File: config.mk
export PLATFORM = sky130hd
export DESIGN_NAME = disp_nlane
export DESIGN_NICKNAME = d
export VERILOG_FILES = /design/src/rtl/disp_pkg.sv /design/src/rtl/disp_lane.sv /design/src/rtl/disp_nlane.sv
export SDC_FILE = /design/constraint.sdc
export NUM_CORES = 1
export LEC_CHECK = 0
export ABC_AREA = 1
export CELL_PAD_IN_SITES_DETAIL_PLACEMENT = 1
export CELL_PAD_IN_SITES_GLOBAL_PLACEMENT = 1
export CORE_UTILIZATION = 50
export CTS_BUF_LIST = sky130_fd_sc_hd__clkbuf_4 sky130_fd_sc_hd__clkbuf_8
export CTS_CLUSTER_SIZE = 8
export DETAILED_ROUTE_END_ITERATION = 12
export GPL_TIMING_DRIVEN = 0
export PLACE_DENSITY_LB_ADDON = 0.1
export REMOVE_ABC_BUFFERS = 1
export SLEW_MARGIN = 20
export SYNTH_ARGS = -nofsm -noshare
export SYNTH_HDL_FRONTEND = slang
export SYNTH_SLANG_ARGS = --single-unit
File: constraint.sdc
create_clock -name clk -period 6 [get_ports clk]
set_input_delay 1.5 -clock clk [delete_from_list [all_inputs] [get_ports clk]]
set_output_delay 1.5 -clock clk [all_outputs]
set_load 0.02 [all_outputs]
File: src/rtl/disp_pkg.sv
// Shared types and helpers for the N-lane serial dispatcher.
//   lane_state_t : per-lane alignment FSM states (SEARCH, SYNC, ACTIVE)
//   DEF_COM      : default alignment/idle symbol
//   cnt_w()      : width helper for pointers and counters (never below 1)
package disp_pkg;

   typedef enum logic [1:0] {
      SEARCH = 2'd0,
      SYNC   = 2'd1,
      ACTIVE = 2'd2
   } lane_state_t;

   localparam logic [7:0] DEF_COM = 8'hBC;

   function automatic int cnt_w(input int n);
      return (n <= 2) ? 1 : $clog2(n);
   endfunction

endpackage

File: src/rtl/disp_lane.sv
// One dispatcher lane: serial-to-symbol deserialiser, COM alignment FSM and
// a DEPTH-entry symbol FIFO with status flags.
//   clk, reset    : clock, asynchronous active-high reset
//   serial_in     : lane serial bit, MSB of each symbol first
//   read          : pop request from the switch logic
//   push_en       : allows data symbols into the FIFO (deskew gating in top)
//   data_out      : popped symbol, held until the next pop
//   valid_out     : one-cycle pulse, data_out carries a freshly popped symbol
//   active        : lane is aligned (state ACTIVE)
//   empty / almost_full / almost_empty : FIFO occupancy flags
//   overflow      : sticky, a data symbol was dropped because the FIFO was full
//   state_dbg     : current FSM state
//
// Read handshake: read is a request with no ready return; it is honoured on
// a clock edge only when the FIFO holds at least one entry before that edge.
// An honoured read produces valid_out=1 with the symbol on data_out in the
// following cycle; a read on an empty FIFO is dropped silently.
module disp_lane
   import disp_pkg::*;
#(
   parameter int             W         = 8,
   parameter int             DEPTH     = 8,
   parameter logic [W-1:0]   COM       = W'(DEF_COM),
   parameter int             COM_LOCK  = 4,
   parameter int             AF_THRESH = 6,
   parameter int             AE_THRESH = 2
)(
   input  logic         clk,
   input  logic         reset,
   input  logic         serial_in,
   input  logic         read,
   input  logic         push_en,
   output logic [W-1:0] data_out,
   output logic         valid_out,
   output logic         active,
   output logic         empty,
   output logic         almost_full,
   output logic         almost_empty,
   output logic         overflow,
   output logic [1:0]   state_dbg
);

   localparam int PW = cnt_w(DEPTH);
   localparam int CW = PW + 1;
   localparam int BW = cnt_w(W);
   localparam int KW = cnt_w(COM_LOCK + 1);

   // Only the W-1 older bits need storing; the newest bit comes from serial_in.
   logic [W-2:0]  hist_q;
   logic [W-1:0]  shift_next;
   lane_state_t   state_q, state_d;
   logic [BW-1:0] bit_cnt_q, bit_cnt_d;
   logic [KW-1:0] com_cnt_q, com_cnt_d;
   logic          is_com, boundary, push_req;

   logic [W-1:0]  mem [DEPTH];
   logic [PW-1:0] wr_ptr, rd_ptr;
   logic [CW-1:0] count;
   logic          full, do_pop, do_write, ovf_hit;

   assign shift_next = {hist_q, serial_in};
   assign is_com     = (shift_next == COM);
   // bit_cnt is zeroed on the edge that completes a symbol, so the next
   // symbol completes W edges later when it reaches W-1.
   assign boundary   = (bit_cnt_q == BW'(W - 1));

   always_comb begin
      state_d   = state_q;
      bit_cnt_d = boundary ? '0 : bit_cnt_q + BW'(1);
      com_cnt_d = com_cnt_q;
      push_req  = 1'b0;
      case (state_q)
         SEARCH: begin
            bit_cnt_d = '0;
            if (is_com) begin
               state_d   = SYNC;
               com_cnt_d = KW'(1);
            end
         end
         SYNC: begin
            if (boundary) begin
               if (is_com) begin
                  com_cnt_d = com_cnt_q + KW'(1);
                  if (com_cnt_d == KW'(COM_LOCK)) state_d = ACTIVE;
               end else begin
                  state_d   = SEARCH;
                  com_cnt_d = '0;
               end
            end
         end
         ACTIVE: begin
            // Idle COMs are dropped; the lane never leaves ACTIVE until reset.
            if (boundary && !is_com) push_req = 1'b1;
         end
         default: state_d = SEARCH;
      endcase
   end

   assign full     = (count == CW'(DEPTH));
   assign do_pop   = read && (count != '0);
   // A same-cycle pop frees the slot, so a full FIFO still accepts the push.
   assign do_write = push_req && push_en && (!full || do_pop);
   assign ovf_hit  = push_req && push_en && full && !do_pop;

   always_ff @(posedge clk or posedge reset) begin
      if (reset) begin
         hist_q    <= '0;
         state_q   <= SEARCH;
         bit_cnt_q <= '0;
         com_cnt_q <= '0;
         wr_ptr    <= '0;
         rd_ptr    <= '0;
         count     <= '0;
         data_out  <= '0;
         valid_out <= 1'b0;
         overflow  <= 1'b0;
      end else begin
         hist_q    <= shift_next[W-2:0];
         state_q   <= state_d;
         bit_cnt_q <= bit_cnt_d;
         com_cnt_q <= com_cnt_d;
         valid_out <= do_pop;
         if (do_pop) begin
            data_out <= mem[rd_ptr];
            rd_ptr   <= rd_ptr + PW'(1);
         end
         if (do_write) wr_ptr <= wr_ptr + PW'(1);
         if (do_write && !do_pop)      count <= count + CW'(1);
         else if (!do_write && do_pop) count <= count - CW'(1);
         if (ovf_hit) overflow <= 1'b1;
      end
   end

   // Storage carries no reset; occupancy is tracked by count and pointers.
   always_ff @(posedge clk) begin
      if (do_write) mem[wr_ptr] <= shift_next;
   end

   assign active       = (state_q == ACTIVE);
   assign empty        = (count == '0);
   assign almost_full  = (count >= CW'(AF_THRESH));
   assign almost_empty = (count <= CW'(AE_THRESH));
   assign state_dbg    = state_q;

endmodule

File: src/rtl/disp_nlane.sv
// N-lane serial dispatcher: LANES independent deserialising lanes, each with
// COM alignment and its own symbol FIFO read by the downstream switch.
//   clk, reset    : clock, asynchronous active-high reset
//   serial_in[i]  : lane i serial data
//   read[i]       : lane i pop request
//   data_out      : lane i symbol at [i*W +: W]
//   valid_out[i]  : lane i data_out refreshed this cycle
//   active[i]     : lane i aligned
//   empty, almost_full, almost_empty, overflow : per-lane FIFO flags
//   state_dbg     : lane i FSM state at [2*i +: 2]
// Optional macro DISP_DESKEW_EN: lanes report active only once all lanes are
// aligned, data pushes wait for that point, and reads are honoured only
// when no lane is empty, so all lanes pop in lockstep.
module disp_nlane
   import disp_pkg::*;
#(
   parameter int           LANES     = 4,
   parameter int           W         = 8,
   parameter int           DEPTH     = 8,
   parameter logic [W-1:0] COM       = W'(DEF_COM),
   parameter int           COM_LOCK  = 4,
   parameter int           AF_THRESH = 6,
   parameter int           AE_THRESH = 2
)(
   input  logic               clk,
   input  logic               reset,
   input  logic [LANES-1:0]   serial_in,
   input  logic [LANES-1:0]   read,
   output logic [LANES*W-1:0] data_out,
   output logic [LANES-1:0]   valid_out,
   output logic [LANES-1:0]   active,
   output logic [LANES-1:0]   empty,
   output logic [LANES-1:0]   almost_full,
   output logic [LANES-1:0]   almost_empty,
   output logic [LANES-1:0]   overflow,
   output logic [2*LANES-1:0] state_dbg
);

   logic [LANES-1:0] lane_active, push_en, rd_eff;

`ifdef DISP_DESKEW_EN
   logic all_active;
   assign all_active = &lane_active;
   assign push_en    = {LANES{all_active}};
   assign active     = {LANES{all_active}};
   // Before global lock every FIFO is empty, so this gate covers that too.
   assign rd_eff     = (|empty) ? '0 : read;
`else
   assign push_en    = '1;
   assign active     = lane_active;
   assign rd_eff     = read;
`endif

   for (genvar i = 0; i < LANES; i++) begin : g_lane
      disp_lane #(
         .W(W), .DEPTH(DEPTH), .COM(COM), .COM_LOCK(COM_LOCK),
         .AF_THRESH(AF_THRESH), .AE_THRESH(AE_THRESH)
      ) u_lane (
         .clk          (clk),
         .reset        (reset),
         .serial_in    (serial_in[i]),
         .read         (rd_eff[i]),
         .push_en      (push_en[i]),
         .data_out     (data_out[i*W +: W]),
         .valid_out    (valid_out[i]),
         .active       (lane_active[i]),
         .empty        (empty[i]),
         .almost_full  (almost_full[i]),
         .almost_empty (almost_empty[i]),
         .overflow     (overflow[i]),
         .state_dbg    (state_dbg[2*i +: 2])
      );
   end

endmodule

==> summary.txt <==
Cells and area
  – Area occupied by multi-input gates: 4600 sq um
  – Layout-stage area growth over the synthesis result: 13.1%
  – Register cell area after layout: 11,200 sq um
  – Final Cell Area: 18,900 sq um
  – Ratio of cells with drive above 1 in the final layout: 9.60%
  – Number of nets in the final layout: 1,661
  – Diode count: 0
  – Fillers: 3,518

Critical path
  – Reg2Reg Launch Point: g_lane[3].u_lane.bit_cnt_q[0]
  – FF-to-FF setup slack: 3.50 ns
  – Worst setup EP type: flop
  – Required time at the endpoint of the critical path: 6.54 ns
  – Category of the worst setup path launch point: input port
  – Worst Path Arrival: 4.07 ns
  – Launch point of the worst path: serial_in[0]
  – Destination of the worst register-to-register timing path: g_lane[3].u_lane.mem[5][0]
  – Maximum fanout along the worst path: 10
  – Worst r2r path cells: 8
  – Crit path kind: in -> reg

Route
  – Remaining antenna violation count after routing: 0
  – Routed length per placed instance: 17.6 um
  – TritonRoute pass-1 iters: 7
  – Total wirelength of the detailed-routed design: 37,100 um
  – DRC violation count after routing: 0
  – Number of vias in the routed layout: 11,000
  – Avg Vias per Cell: 5.20
  – Number of DRC markers in iteration 0: 660

Timing
  – Max frequency: 0.283 GHz
  – Final Max Slew Viols: 0
  – Period minus WS final: 3.53 ns
  – Final critical-path setup slack: 2.47 ns
  – Worst hold slack across all endpoints: 0.449 ns
  – Number of failing hold endpoints at the final stage: 0
  – Final cycle utilization of the critical path: 58.9%
  – Final setup violating endpoints: 0
  – Setup Total Neg Slack: 0 ns
  – Setup repair after global routing missed its margin: no
  – Max Clock Skew: 0.0278 ns
  – Max transition margin: 29.8%
  – Transition time of the tightest slew-check pin: 1.05 ns

Pwr
  – Static Leak: 7.57 nW
  – Clock Power Share: 28.3%
  – Internal power: 0.00551 W
  – Combinational fraction of design power: 28.4%
  – Total power: 0.00857 W
  – Power density of the placed cells: 454 nW/um^2
  – Largest vdd supply drop: 0.000221 V
  – Sw Share: 35.8%
  – Total net switching power: 0.00307 W
  – Flop pwr share: 43.4%

Global route
  – Maximum number of pins on one net before global-route repair: 98
  – Met2 Use GR: 39.6%
  – Vias in the first global route: 11,700
  – Congestion Overflow GR: 0
  – Antenna violations before repair: 0
  – Met1 Track Usage GR: 28.9%
  – Met3 track demand over resource: 3.89%
  – Busiest layer in global routing: met2
  – Wire length of the first global-routing pass: 60,300 um
  – Total track usage: 23.0%

Floorplanning
  – Total number of placement rows: 66
  – Core ar.: 32,700 sq um
  – Die area: 34,200 sq um
  – I/O pins: 74
  – Die width: 185 um
  – Die height: 185 um
  – Starting density of the core: 51.1%

Placement
  – Weighted congestion reported at the end of routability-driven placement: 0.797
  – Worst setup slack after placement: 1.84 ns
  – Area after DPL: 17,500 sq um
  – Input/output buffers: 73
  – Sum of net half-perimeters after detailed placement: 23,000 um

Hold path
  – Hold path startpoint: g_lane[3].u_lane.bit_cnt_q[0]
  – Hold WC Path Type: reg -> reg
  – Hold-critical path endpoint: g_lane[3].u_lane.bit_cnt_q[0]
  – WHS Path Cells: 1

Status
  – Result of the run: finished, final reports clean

CTS
  – Number of buffers between clock root and the deepest sink: 3
  – Clk Tree Root Cell: sky130_fd_sc_hd__clkbuf_8
  – Clock-pin slew reported for the worst setup and hold paths after clock tree synthesis: 0.06 ns
  – Number of buffers created by CTS: 68
  – CTS tree: done
  – Clock latency at the later pin of the worst-skew pair: 0.60 ns
  – Postcts setup bufs: 0
  – Post-CTS Hold Fix Bufs: 0
  – Cts repair resizes: 0
  – CTS sink count: 396
  – Maximum level of the CTS H-tree: 3

Yosys
  – Cell taking the most area after synthesis: sky130_fd_sc_hd__edfxtp_1
  – Count of yosys warnings during synthesis: 0
  – Most used flip-flop cell after synthesis: sky130_fd_sc_hd__edfxtp_1
  – Synth area leaders: sky130_fd_sc_hd__edfxtp_1 46%, sky130_fd_sc_hd__dfrtp_1 21%, sky130_fd_sc_hd__nor2_1 7.6%
  – Post-synth design cell area: 16,700 sq um
  – Share of the synthesized area in the top cell type: 46.0%
  – Gate Count Post-Synth: 1,542
  – Share of synthesized area occupied by flip-flops and latches: 67.0%
  – Share of flip-flops with an asynchronous set or reset: 35.4%
  – Count of distinct cell types in the synthesized netlist: 29
  – Synthesized flop and latch total: 396
  – Average size of a mapped cell: 10.8 sq um
  – Number of flops mapped to enable cells by yosys: 256

Flow run
  – Maxcap violations: 0
==> registers in the layout (all words and copies together), names as in the netlist, 8 cells and up <==
| register | flops |
|---|---|
| g_lane.u_lane.mem | 256 |
| g_lane.u_lane.data_out | 32 |
| g_lane.u_lane.hist_q | 28 |
| g_lane.u_lane.count | 16 |
| g_lane.u_lane.bit_cnt_q | 12 |
| g_lane.u_lane.com_cnt_q | 12 |
| g_lane.u_lane.rd_ptr | 12 |
| g_lane.u_lane.wr_ptr | 12 |
| g_lane.u_lane.state_dbg | 8 |
==> routing by layer <==
layer	share of wire (%)	vias to the layer above	wire length [um]
met2	50	188	18700
met3	3.6	73	1350
met5	0	-	0
met4	2.3	0	853
li1	-	5256	-
met1	44	5439	16200
==> cells in the mapped netlist, types with 4 or more instances <==
master,count
sky130_fd_sc_hd__inv_2,15
sky130_fd_sc_hd__nand2_1,230
sky130_fd_sc_hd__clkbuf_2,11
sky130_fd_sc_hd__nand2_2,5
sky130_fd_sc_hd__ha_1,36
sky130_fd_sc_hd__nand3_1,119
sky130_fd_sc_hd__nor2_1,339
sky130_fd_sc_hd__xor2_1,9
sky130_fd_sc_hd__inv_1,92
sky130_fd_sc_hd__nor3_1,4
sky130_fd_sc_hd__nor2_2,9
sky130_fd_sc_hd__edfxtp_1,256
sky130_fd_sc_hd__buf_4,50
sky130_fd_sc_hd__buf_2,14
sky130_fd_sc_hd__clkinv_1,4
sky130_fd_sc_hd__o21ai_1,9
sky130_fd_sc_hd__dfrtp_1,140
sky130_fd_sc_hd__fa_1,4
sky130_fd_sc_hd__o21ai_0,159
sky130_fd_sc_hd__nand3_2,4
sky130_fd_sc_hd__xnor2_1,18
sky130_fd_sc_hd__o21bai_1,5
sky130_fd_sc_hd__or2_4,4
==> cell usage in the layout, fill, tap and decap left out <==
cell type / n
sky130_fd_sc_hd__dfrtp_1: 136
sky130_fd_sc_hd__or2_1: 1
sky130_fd_sc_hd__ha_1: 36
sky130_fd_sc_hd__nand4_1: 1
sky130_fd_sc_hd__clkdlybuf4s50_1: 73
sky130_fd_sc_hd__nor2_2: 9
sky130_fd_sc_hd__nand2_2: 5
sky130_fd_sc_hd__clkbuf_8: 75
sky130_fd_sc_hd__o21ai_1: 9
sky130_fd_sc_hd__and2_0: 1
sky130_fd_sc_hd__a21oi_2: 1
sky130_fd_sc_hd__edfxtp_1: 256
sky130_fd_sc_hd__nor2_4: 1
sky130_fd_sc_hd__nand3_2: 4
sky130_fd_sc_hd__inv_2: 15
sky130_fd_sc_hd__nand2_1: 230
sky130_fd_sc_hd__a21oi_1: 1
sky130_fd_sc_hd__or2_4: 4
sky130_fd_sc_hd__xnor2_1: 18
sky130_fd_sc_hd__fa_1: 4
sky130_fd_sc_hd__nor2_1: 339
sky130_fd_sc_hd__inv_6: 2
sky130_fd_sc_hd__dfrtp_2: 4
sky130_fd_sc_hd__clkinv_2: 5
sky130_fd_sc_hd__clkinv_1: 14
sky130_fd_sc_hd__buf_16: 1
sky130_fd_sc_hd__inv_1: 91
sky130_fd_sc_hd__inv_8: 1
sky130_fd_sc_hd__xor2_1: 9
sky130_fd_sc_hd__clkbuf_4: 30
sky130_fd_sc_hd__nand3_1: 119
sky130_fd_sc_hd__o21ai_0: 159
sky130_fd_sc_hd__nor3_1: 4
sky130_fd_sc_hd__clkinvlp_4: 3
sky130_fd_sc_hd__o21bai_1: 5
==> critical path: stages <==
cell and delay [ns]:
sky130_fd_sc_hd__clkdlybuf4s50_1 0.68, sky130_fd_sc_hd__inv_1 0.08, sky130_fd_sc_hd__nand2_1 0.07, sky130_fd_sc_hd__nor2_1 0.04, sky130_fd_sc_hd__nand2_1 0.23, sky130_fd_sc_hd__nand3_2 0.15
sky130_fd_sc_hd__inv_2 0.13, sky130_fd_sc_hd__ha_1 0.20, sky130_fd_sc_hd__inv_1 0.10, sky130_fd_sc_hd__ha_1 0.33, sky130_fd_sc_hd__nand2_1 0.09, sky130_fd_sc_hd__nand2_1 0.05
sky130_fd_sc_hd__nor2_1 0.14, sky130_fd_sc_hd__xnor2_1 0.14, sky130_fd_sc_hd__nand2_1 0.08, sky130_fd_sc_hd__nand2_1 0.06
==> power groups by stage <==
stage	Combinational [W]	Sequential, W	Clock (W)
floorplan	0.00145	0.00374	0
global placement	0.00233	0.00374	0
detailed placement	0.00245	0.00377	0
CTS	0.00247	0.00372	0.00249
global route	0.00276	0.00377	0.00260
finish	0.00243	0.00372	0.00242
==> per-stage QoR <==
stage | instances | utilization (%)
floorplan | 1467 | -
global placement | 1982 | 53.5
detailed placement | 1983 | 53.6
CTS | 2108 | 57.8
global route | 2108 | 57.8
finish | 2108 | 57.8
==> logic make-up after synthesis <==
family,share of synthesized area (%)
flops,67.0
simple gates,17.6
buf+inv,5.49
fa+ha+maj,3.17
xor+xnor,1.42
compound gates,5.34
==> layout make-up <==
| class | count | area share [%] |
|---|---|---|
| Sequential cell | 396 | 59.3 |
| Multi-Input combinational cell | 960 | 24.4 |
| Inverter | 111 | 2.24 |
| Clock inverter | 20 | 0.543 |
| Timing Repair Buffer | 74 | 4.01 |
| Tap cell | 442 | 2.93 |
| Clock buffer | 105 | 6.66 |
==> worst max-delay path by stage <==
stage / end / slack, ns / cells past startpoint
2_1_floorplan: g_lane[0].u_lane.bit_cnt_q[0] / 0.75 / 1
3_3_place_gp: g_lane[0].u_lane.count[1] / -1.79 / 2
3_5_place_dp: g_lane[0].u_lane.count[3] / 1.84 / 16
4_1_cts: almost_empty[1] / 2.45 / 4
5_1_grt: g_lane[0].u_lane.count[3] / 2.26 / 16
6_report: g_lane[0].u_lane.count[3] / 2.47 / 16
No activity file was read; power rests on OpenSTA's default activity.
